File: config.mk
export PLATFORM = sky130hd
export DESIGN_NAME = csa_accumulator_flat
export DESIGN_NICKNAME = d
export VERILOG_FILES = /design/src/rtl/csa_accumulator_if.sv /design/src/rtl/csa_accumulator.sv /design/src/flat_wrapper.sv
export SDC_FILE = /design/constraint.sdc
export NUM_CORES = 1
export LEC_CHECK = 0
export BUFFER_PORTS_ARGS = -buffer_cell sky130_fd_sc_hd__clkbuf_2
export CAP_MARGIN = 30
export CORE_ASPECT_RATIO = 1.1
export CORE_MARGIN = 2
export CORE_UTILIZATION = 35
export DETAILED_ROUTE_END_ITERATION = 10
export PLACE_DENSITY = 0.55
export SYNTH_ARGS = -nofsm -noshare
export SYNTH_HDL_FRONTEND = slang
export SYNTH_SLANG_ARGS = --single-unit
File: constraint.sdc
create_clock -name clk_i -period 4.4 [get_ports clk_i]
set_input_delay 0.44 -clock clk_i [delete_from_list [all_inputs] [get_ports clk_i]]
set_output_delay 0.44 -clock clk_i [all_outputs]
set_load 0.02 [all_outputs]
File: src/rtl/csa_accumulator_if.sv
// Handshake bundle between the carry-save dot-product stage, the accumulator
// and the result consumer. Signal names keep the block's port naming.
interface csa_accumulator_if #(
   parameter int IN_WIDTH  = 20,
   parameter int ACC_WIDTH = 32,
   parameter int CNT_WIDTH = 16
);
   logic                 in_valid_i;
   logic                 in_ready_o;
   logic [IN_WIDTH-1:0]  in_i [2];
   logic                 in_last_i;
   logic                 out_valid_o;
   logic                 out_ready_i;
   logic [ACC_WIDTH-1:0] out_o;
   logic [CNT_WIDTH-1:0] out_cnt_o;
   logic                 out_ovf_o;

   modport slave (
      input  in_valid_i, in_i, in_last_i, out_ready_i,
      output in_ready_o, out_valid_o, out_o, out_cnt_o, out_ovf_o
   );

   modport master (
      output in_valid_i, in_i, in_last_i, out_ready_i,
      input  in_ready_o, out_valid_o, out_o, out_cnt_o, out_ovf_o
   );
endinterface

File: src/rtl/csa_accumulator.sv
// Resolves carry-save beats and accumulates them with signed saturation,
// presenting one result (value, beat count, overflow flag) per in_last_i burst.
module csa_accumulator #(
   parameter int IN_WIDTH  = 20,
   parameter int ACC_WIDTH = 32,
   parameter int CNT_WIDTH = 16
) (
   input  logic            clk_i,
   input  logic            rst_ni,
   csa_accumulator_if.slave bus
);

   typedef enum logic [1:0] {
      ST_IDLE = 2'd0,
      ST_ACC  = 2'd1,
      ST_DONE = 2'd2
   } state_e;

   localparam logic [CNT_WIDTH-1:0] CNT_ONE = CNT_WIDTH'(1);
   localparam logic [ACC_WIDTH-1:0] ACC_MAX = {1'b0, {(ACC_WIDTH-1){1'b1}}};
   localparam logic [ACC_WIDTH-1:0] ACC_MIN = {1'b1, {(ACC_WIDTH-1){1'b0}}};

   state_e               state_q, state_d;
   logic [ACC_WIDTH-1:0] acc_q, acc_d;
   logic [CNT_WIDTH-1:0] cnt_q, cnt_d;
   logic                 ovf_q, ovf_d;

   logic                 in_ready;
   logic                 beat_acc;
   logic [IN_WIDTH-1:0]  beat_sum;
   logic [ACC_WIDTH-1:0] beat_val;
   logic [ACC_WIDTH:0]   acc_wide;
   logic                 pos_ovf;
   logic                 neg_ovf;
   logic [ACC_WIDTH-1:0] acc_sat;

   assign in_ready = (state_q != ST_DONE);
   assign beat_acc = bus.in_valid_i & in_ready;

   // The carry-save pair wraps at IN_WIDTH before sign extension, exactly as
   // the upstream array would have resolved it.
   assign beat_sum = bus.in_i[0] + bus.in_i[1];
   assign beat_val = {{(ACC_WIDTH-IN_WIDTH){beat_sum[IN_WIDTH-1]}}, beat_sum};

   // One guard bit: overflow shows up as the top two bits disagreeing.
   assign acc_wide = {acc_q[ACC_WIDTH-1], acc_q} + {beat_val[ACC_WIDTH-1], beat_val};
   assign pos_ovf  = ~acc_wide[ACC_WIDTH] &  acc_wide[ACC_WIDTH-1];
   assign neg_ovf  =  acc_wide[ACC_WIDTH] & ~acc_wide[ACC_WIDTH-1];

   always_comb begin
      acc_sat = acc_wide[ACC_WIDTH-1:0];
      if (pos_ovf) begin
         acc_sat = ACC_MAX;
      end else if (neg_ovf) begin
         acc_sat = ACC_MIN;
      end
   end

   always_comb begin
      // NOTE: every _d gets its hold value first so no path leaves it
      // unassigned; a missing default here would infer a latch.
      state_d = state_q;
      acc_d   = acc_q;
      cnt_d   = cnt_q;
      ovf_d   = ovf_q;

      unique case (state_q)
         ST_IDLE: begin
            if (beat_acc) begin
               acc_d   = beat_val;
               cnt_d   = CNT_ONE;
               ovf_d   = 1'b0;
               state_d = bus.in_last_i ? ST_DONE : ST_ACC;
            end
         end

         ST_ACC: begin
            if (beat_acc) begin
               acc_d   = acc_sat;
               cnt_d   = (&cnt_q) ? cnt_q : cnt_q + CNT_ONE;
               ovf_d   = ovf_q | pos_ovf | neg_ovf;
               state_d = bus.in_last_i ? ST_DONE : ST_ACC;
            end
         end

         ST_DONE: begin
            // No bypass: the consuming edge only returns to IDLE.
            if (bus.out_ready_i) begin
               state_d = ST_IDLE;
            end
         end

         default: state_d = ST_IDLE;
      endcase
   end

   always_ff @(posedge clk_i or negedge rst_ni) begin
      if (!rst_ni) begin
         state_q <= ST_IDLE;
         acc_q   <= '0;
         cnt_q   <= '0;
         ovf_q   <= 1'b0;
      end else begin
         // NOTE: non-blocking updates so every flop samples the pre-edge
         // values regardless of statement order.
         state_q <= state_d;
         acc_q   <= acc_d;
         cnt_q   <= cnt_d;
         ovf_q   <= ovf_d;
      end
   end

   assign bus.in_ready_o  = in_ready;
   assign bus.out_valid_o = (state_q == ST_DONE);
   assign bus.out_o       = (state_q == ST_DONE) ? acc_q : '0;
   assign bus.out_cnt_o   = (state_q == ST_DONE) ? cnt_q : '0;
   assign bus.out_ovf_o   = (state_q == ST_DONE) & ovf_q;

endmodule

File: src/flat_wrapper.sv
// flat-port wrapper written by rule: the top's interface ports become plain ports
module csa_accumulator_flat 
#(
   parameter int IN_WIDTH  = 20,
   parameter int ACC_WIDTH = 32,
   parameter int CNT_WIDTH = 16
)
  (clk_i, rst_ni, bus_in_valid_i, bus_in_i, bus_in_last_i, bus_out_ready_i, bus_in_ready_o, bus_out_valid_o, bus_out_o, bus_out_cnt_o, bus_out_ovf_o);
  csa_accumulator_if #(.IN_WIDTH(IN_WIDTH), .ACC_WIDTH(ACC_WIDTH), .CNT_WIDTH(CNT_WIDTH)) bus_i ();
  input  logic clk_i;
  input  logic rst_ni;
  input wire logic [$bits(bus_i.in_valid_i)-1:0] bus_in_valid_i;
  input wire logic [$bits(bus_i.in_i)-1:0] bus_in_i;
  input wire logic [$bits(bus_i.in_last_i)-1:0] bus_in_last_i;
  input wire logic [$bits(bus_i.out_ready_i)-1:0] bus_out_ready_i;
  output wire logic [$bits(bus_i.in_ready_o)-1:0] bus_in_ready_o;
  output wire logic [$bits(bus_i.out_valid_o)-1:0] bus_out_valid_o;
  output wire logic [$bits(bus_i.out_o)-1:0] bus_out_o;
  output wire logic [$bits(bus_i.out_cnt_o)-1:0] bus_out_cnt_o;
  output wire logic [$bits(bus_i.out_ovf_o)-1:0] bus_out_ovf_o;
  assign bus_i.in_valid_i = bus_in_valid_i;
  assign bus_i.in_i = {>>{bus_in_i}};
  assign bus_i.in_last_i = bus_in_last_i;
  assign bus_i.out_ready_i = bus_out_ready_i;
  assign bus_in_ready_o = bus_i.in_ready_o;
  assign bus_out_valid_o = bus_i.out_valid_o;
  assign bus_out_o = bus_i.out_o;
  assign bus_out_cnt_o = bus_i.out_cnt_o;
  assign bus_out_ovf_o = bus_i.out_ovf_o;
  csa_accumulator #(.IN_WIDTH(IN_WIDTH), .ACC_WIDTH(ACC_WIDTH), .CNT_WIDTH(CNT_WIDTH)) u_core (.clk_i(clk_i), .rst_ni(rst_ni), .bus(bus_i));
endmodule
==> impl_metrics.json <==
{
  "crit_path_frequent_cell": "buf_4",
  "synthCells": 682,
  "synth_compound_area_frac": 0.2692,
  "portBuffers": 95,
  "vias_per_cell": 5.350,
  "leakage_nw": 3.758,
  "ys_seq_area_frac": 0.2371,
  "yosys_most_used_dff": "dfrtp_1",
  "yosys.area_share.simple": 0.2359,
  "overflow": 0,
  "clockRootBuffer": "clkbuf_16",
  "synth_area_mm2": 0.005383,
  "synthesis.nets": 782,
  "ys.warnings.count": 0,
  "use_met2": 0.3747,
  "drtAntennaViolNets": 0,
  "hold_class": "in -> async",
  "drt-total-wl_um": 17180,
  "drtIter0Drc": 324,
  "synth_cell_type_count": 59,
  "pre_cts_ws_ps": -747.3,
  "cts_tree": "done",
  "synth_edf_count": 0,
  "cts_hold_buf": 0,
  "power-per-cell-area_mw_per_mm2": 651.6,
  "vdd_ir_drop_max_v": 0.0002240,
  "final_util": 0.5409,
  "rows": 47,
  "place_inst": 1093,
  "final_cell_count_no_fill": 1123,
  "htreeDepth": 2,
  "finalCriticalPeriod_ps": 4309,
  "cts_sinks": 51,
  "crit_arrival_ps": 4500,
  "worstPathCellList": "buf_6 > ha_4 > a2111oi_4 > o21ai_2 > nand3_1 > nand2_2 > a31oi_4 > o21ai_2 > a21oi_4 > xnor2_4 > buf_12 > buf_4 > ha_4 > buf_4 > o211ai_1 > o22ai_2 > or4_4 > nor3_4 > a22oi_2 > buf_6 > buf_4 > a31o_2 > a22o_1",
  "hold_viol": 0,
  "die_height_um": 134.1,
  "final_nets": 1026,
  "dpl_cell_area_mm2": 0.007273,
  "clock_skew_ps": 7.931,
  "clk_latency_ps": 300,
  "fin_area_mm2": 0.008143,
  "synth_top_family_by_area": "compound AO/OA/AOI/OAI gates",
  "drc": 0,
  "synth.area.mux_share": 0.001860,
  "slowest_delay_ps": 470,
  "fmax_mhz": 232.1,
  "ios": 96,
  "rsz0062_at_grt": "true",
  "synth_top_area_frac": 0.2371,
  "final.setup.tns_ps": 0,
  "place.gp.congestion": 0.8788,
  "power_mw": 5.306,
  "core_region_area_mm2": 0.01505,
  "critical_path_class": "in -> reg",
  "setup_viol": 0,
  "numCtsBuffers": 5,
  "grt_max_degree": 52,
  "startpoint_type": "primary input",
  "vias": 6008,
  "syn_to_final_growth_pct": 51.28,
  "worst_path_max_delay_cell": "or4_4",
  "synthAdderAreaFrac": 0.1306,
  "synth_top_area_cell": "dfrtp_1",
  "postSynthAreaPerCell_um2": 7.892,
  "path_delay_family": "compound AO/OA/AOI/OAI gates",
  "cp_max_fo": 8,
  "fin_crit_sh": 0.9793,
  "die_x_um": 122.2,
  "setup_ws_ps": 91.23,
  "die_area_mm2": 0.01639,
  "synth-seq-cells": 51,
  "synth.area.top_cells": "dfrtp_1, ha_1, xnor2_1",
  "layout-drive-gt1-share": 0.3905,
  "maxCapViolCount": 0,
  "grt_use_met1": 0.2615,
  "cts.reportedPaths.clkPinSlew_ps": 80,
  "hold_ws_ps": 258.9,
  "start_util": 0.3575,
  "status": "finished clean",
  "synth_xor_area_frac": 0.08949,
  "slew_viol_final": 0,
  "antenna_found_initial": 0,
  "async_flop_share": 1.000,
  "slew_headroom": 0.4159,
  "cp-end-kind": "register",
  "antenna-diode-count": 0,
  "avgRoutedWirePerCell_um": 15.30,
  "firstDrtPassIters": 5,
  "cts_buffer_depth": 2,
  "worstPathRequired_ps": 4600,
  "grtUsageTotal": 0.2082,
  "grt_pass1_vias": 6020,
  "tightest_slew_ps": 874.7,
  "grt_pass1_wl_um": 28140,
  "crit_buf_inv": 6,
  "gr-usage-met3": 0.02381,
  "dpl.hpwl_um": 12990,
  "busiest_layer": "met2"
}
-- cells by family (layout without fill, tap and decap cells) --
| family | count (synthesis) | count (layout) |
|---|---|---|
| AND/OR/NAND/NOR | 252 | 252 |
| AO/OA/AOI/OAI | 219 | 219 |
| adder cells (fa/ha/maj) | 55 | 55 |
| XOR/XNOR | 55 | 55 |
| flip-flops | 51 | 51 |
| buffers and inverters | 49 | 294 |
| multiplexers | 1 | 1 |
-- cell usage in the layout, fill, tap and decap left out, drive strengths merged, types with 10 or more instances in the layout --
| cell | n |
|---|---|
| xor2 | 16 |
| buf | 168 |
| a21oi | 64 |
| and2 | 50 |
| nand2 | 63 |
| nor2 | 60 |
| inv | 25 |
| a221o | 11 |
| ha | 53 |
| nand3 | 19 |
| and3 | 13 |
| a21o | 13 |
| dfrtp | 51 |
| xnor2 | 39 |
| o21ai | 53 |
| a31oi | 17 |
| clkbuf | 99 |
| nand2b | 10 |
-- area by class of cell --
cell class	count	area [µm²]
Sequential cell	51	1276
Inverter	24	90.09
Clock buffer	5	125.1
Tap cell	196	245.2
Clock inverter	3	28.78
Multi-Input combinational cell	582	4526
Fill cell	1461	6912
Timing Repair Buffer	262	1852
-- flip-flops by register name, indices dropped and copies added (netlist names) --
register / count
u_core.state_q: 2
u_core.ovf_q: 1
u_core.acc_q: 32
u_core.cnt_q: 16
-- routing by layer --
| layer | up-vias | wire, µm |
|---|---|---|
| li1 | 2963 | - |
| met1 | 2867 | 7371 |
| met2 | 150 | 8766 |
| met3 | 28 | 666 |
| met4 | 0 | 372 |
| met5 | - | 0 |
-- synthesized netlist by cell type (3+ instances only) --
cell / n
nor3_1: 5
buf_2: 7
nor4_1: 4
inv_1: 24
o31a_1: 3
ha_1: 53
or3_1: 8
xnor2_1: 39
dfrtp_1: 51
a221o_1: 11
a31oi_1: 16
a21oi_1: 64
nor2_1: 60
nand2_1: 63
nand3_1: 19
clkbuf_1: 17
o21ai_1: 11
and3_1: 13
nand2b_1: 9
a21o_1: 13
o31ai_1: 6
nor2b_1: 8
o41ai_1: 3
a2111oi_0: 4
o22ai_1: 5
and2_1: 50
o211ai_1: 7
o21a_1: 8
xor2_1: 16
o21ai_0: 42
nand4_1: 6
a211oi_1: 5
-- path summary, 6_finish.rpt --
kind / start / end / slack, ps / depth (start not counted)
max: bus_in_i[6] / u_core.acc_q[17] / 90 / 23
max reg2reg: u_core.acc_q[0] / u_core.acc_q[24] / 1080 / 14
min: rst_ni / u_core.acc_q[23] / 260 / 2
max in group asynchronous: rst_ni / u_core.acc_q[0] / 3680 / 2
min in group clk_i: bus_out_ready_i / u_core.state_q[1] / 350 / 2
min reg2reg: u_core.ovf_q / u_core.ovf_q / 520 / 2
-- power breakdown --
part | switching (mW) | total (mW) | leakage [nW] | internal, mW
logic | 2.01 | 4.09 | 3.05 | 2.09
registers | 0.163 | 0.785 | 0.635 | 0.622
clock network | 0.210 | 0.429 | 0.0759 | 0.218
total | 2.38 | 5.31 | 3.76 | 2.93
-- what timing repair did --
action                                 CTS  global route
gates resized for setup                 52            50
setup endpoints to repair               31            31
setup buffers                           10            11
endpoints found under the hold margin    0             0
pin swaps                               31            41
(Power assumes the default switching activity.)
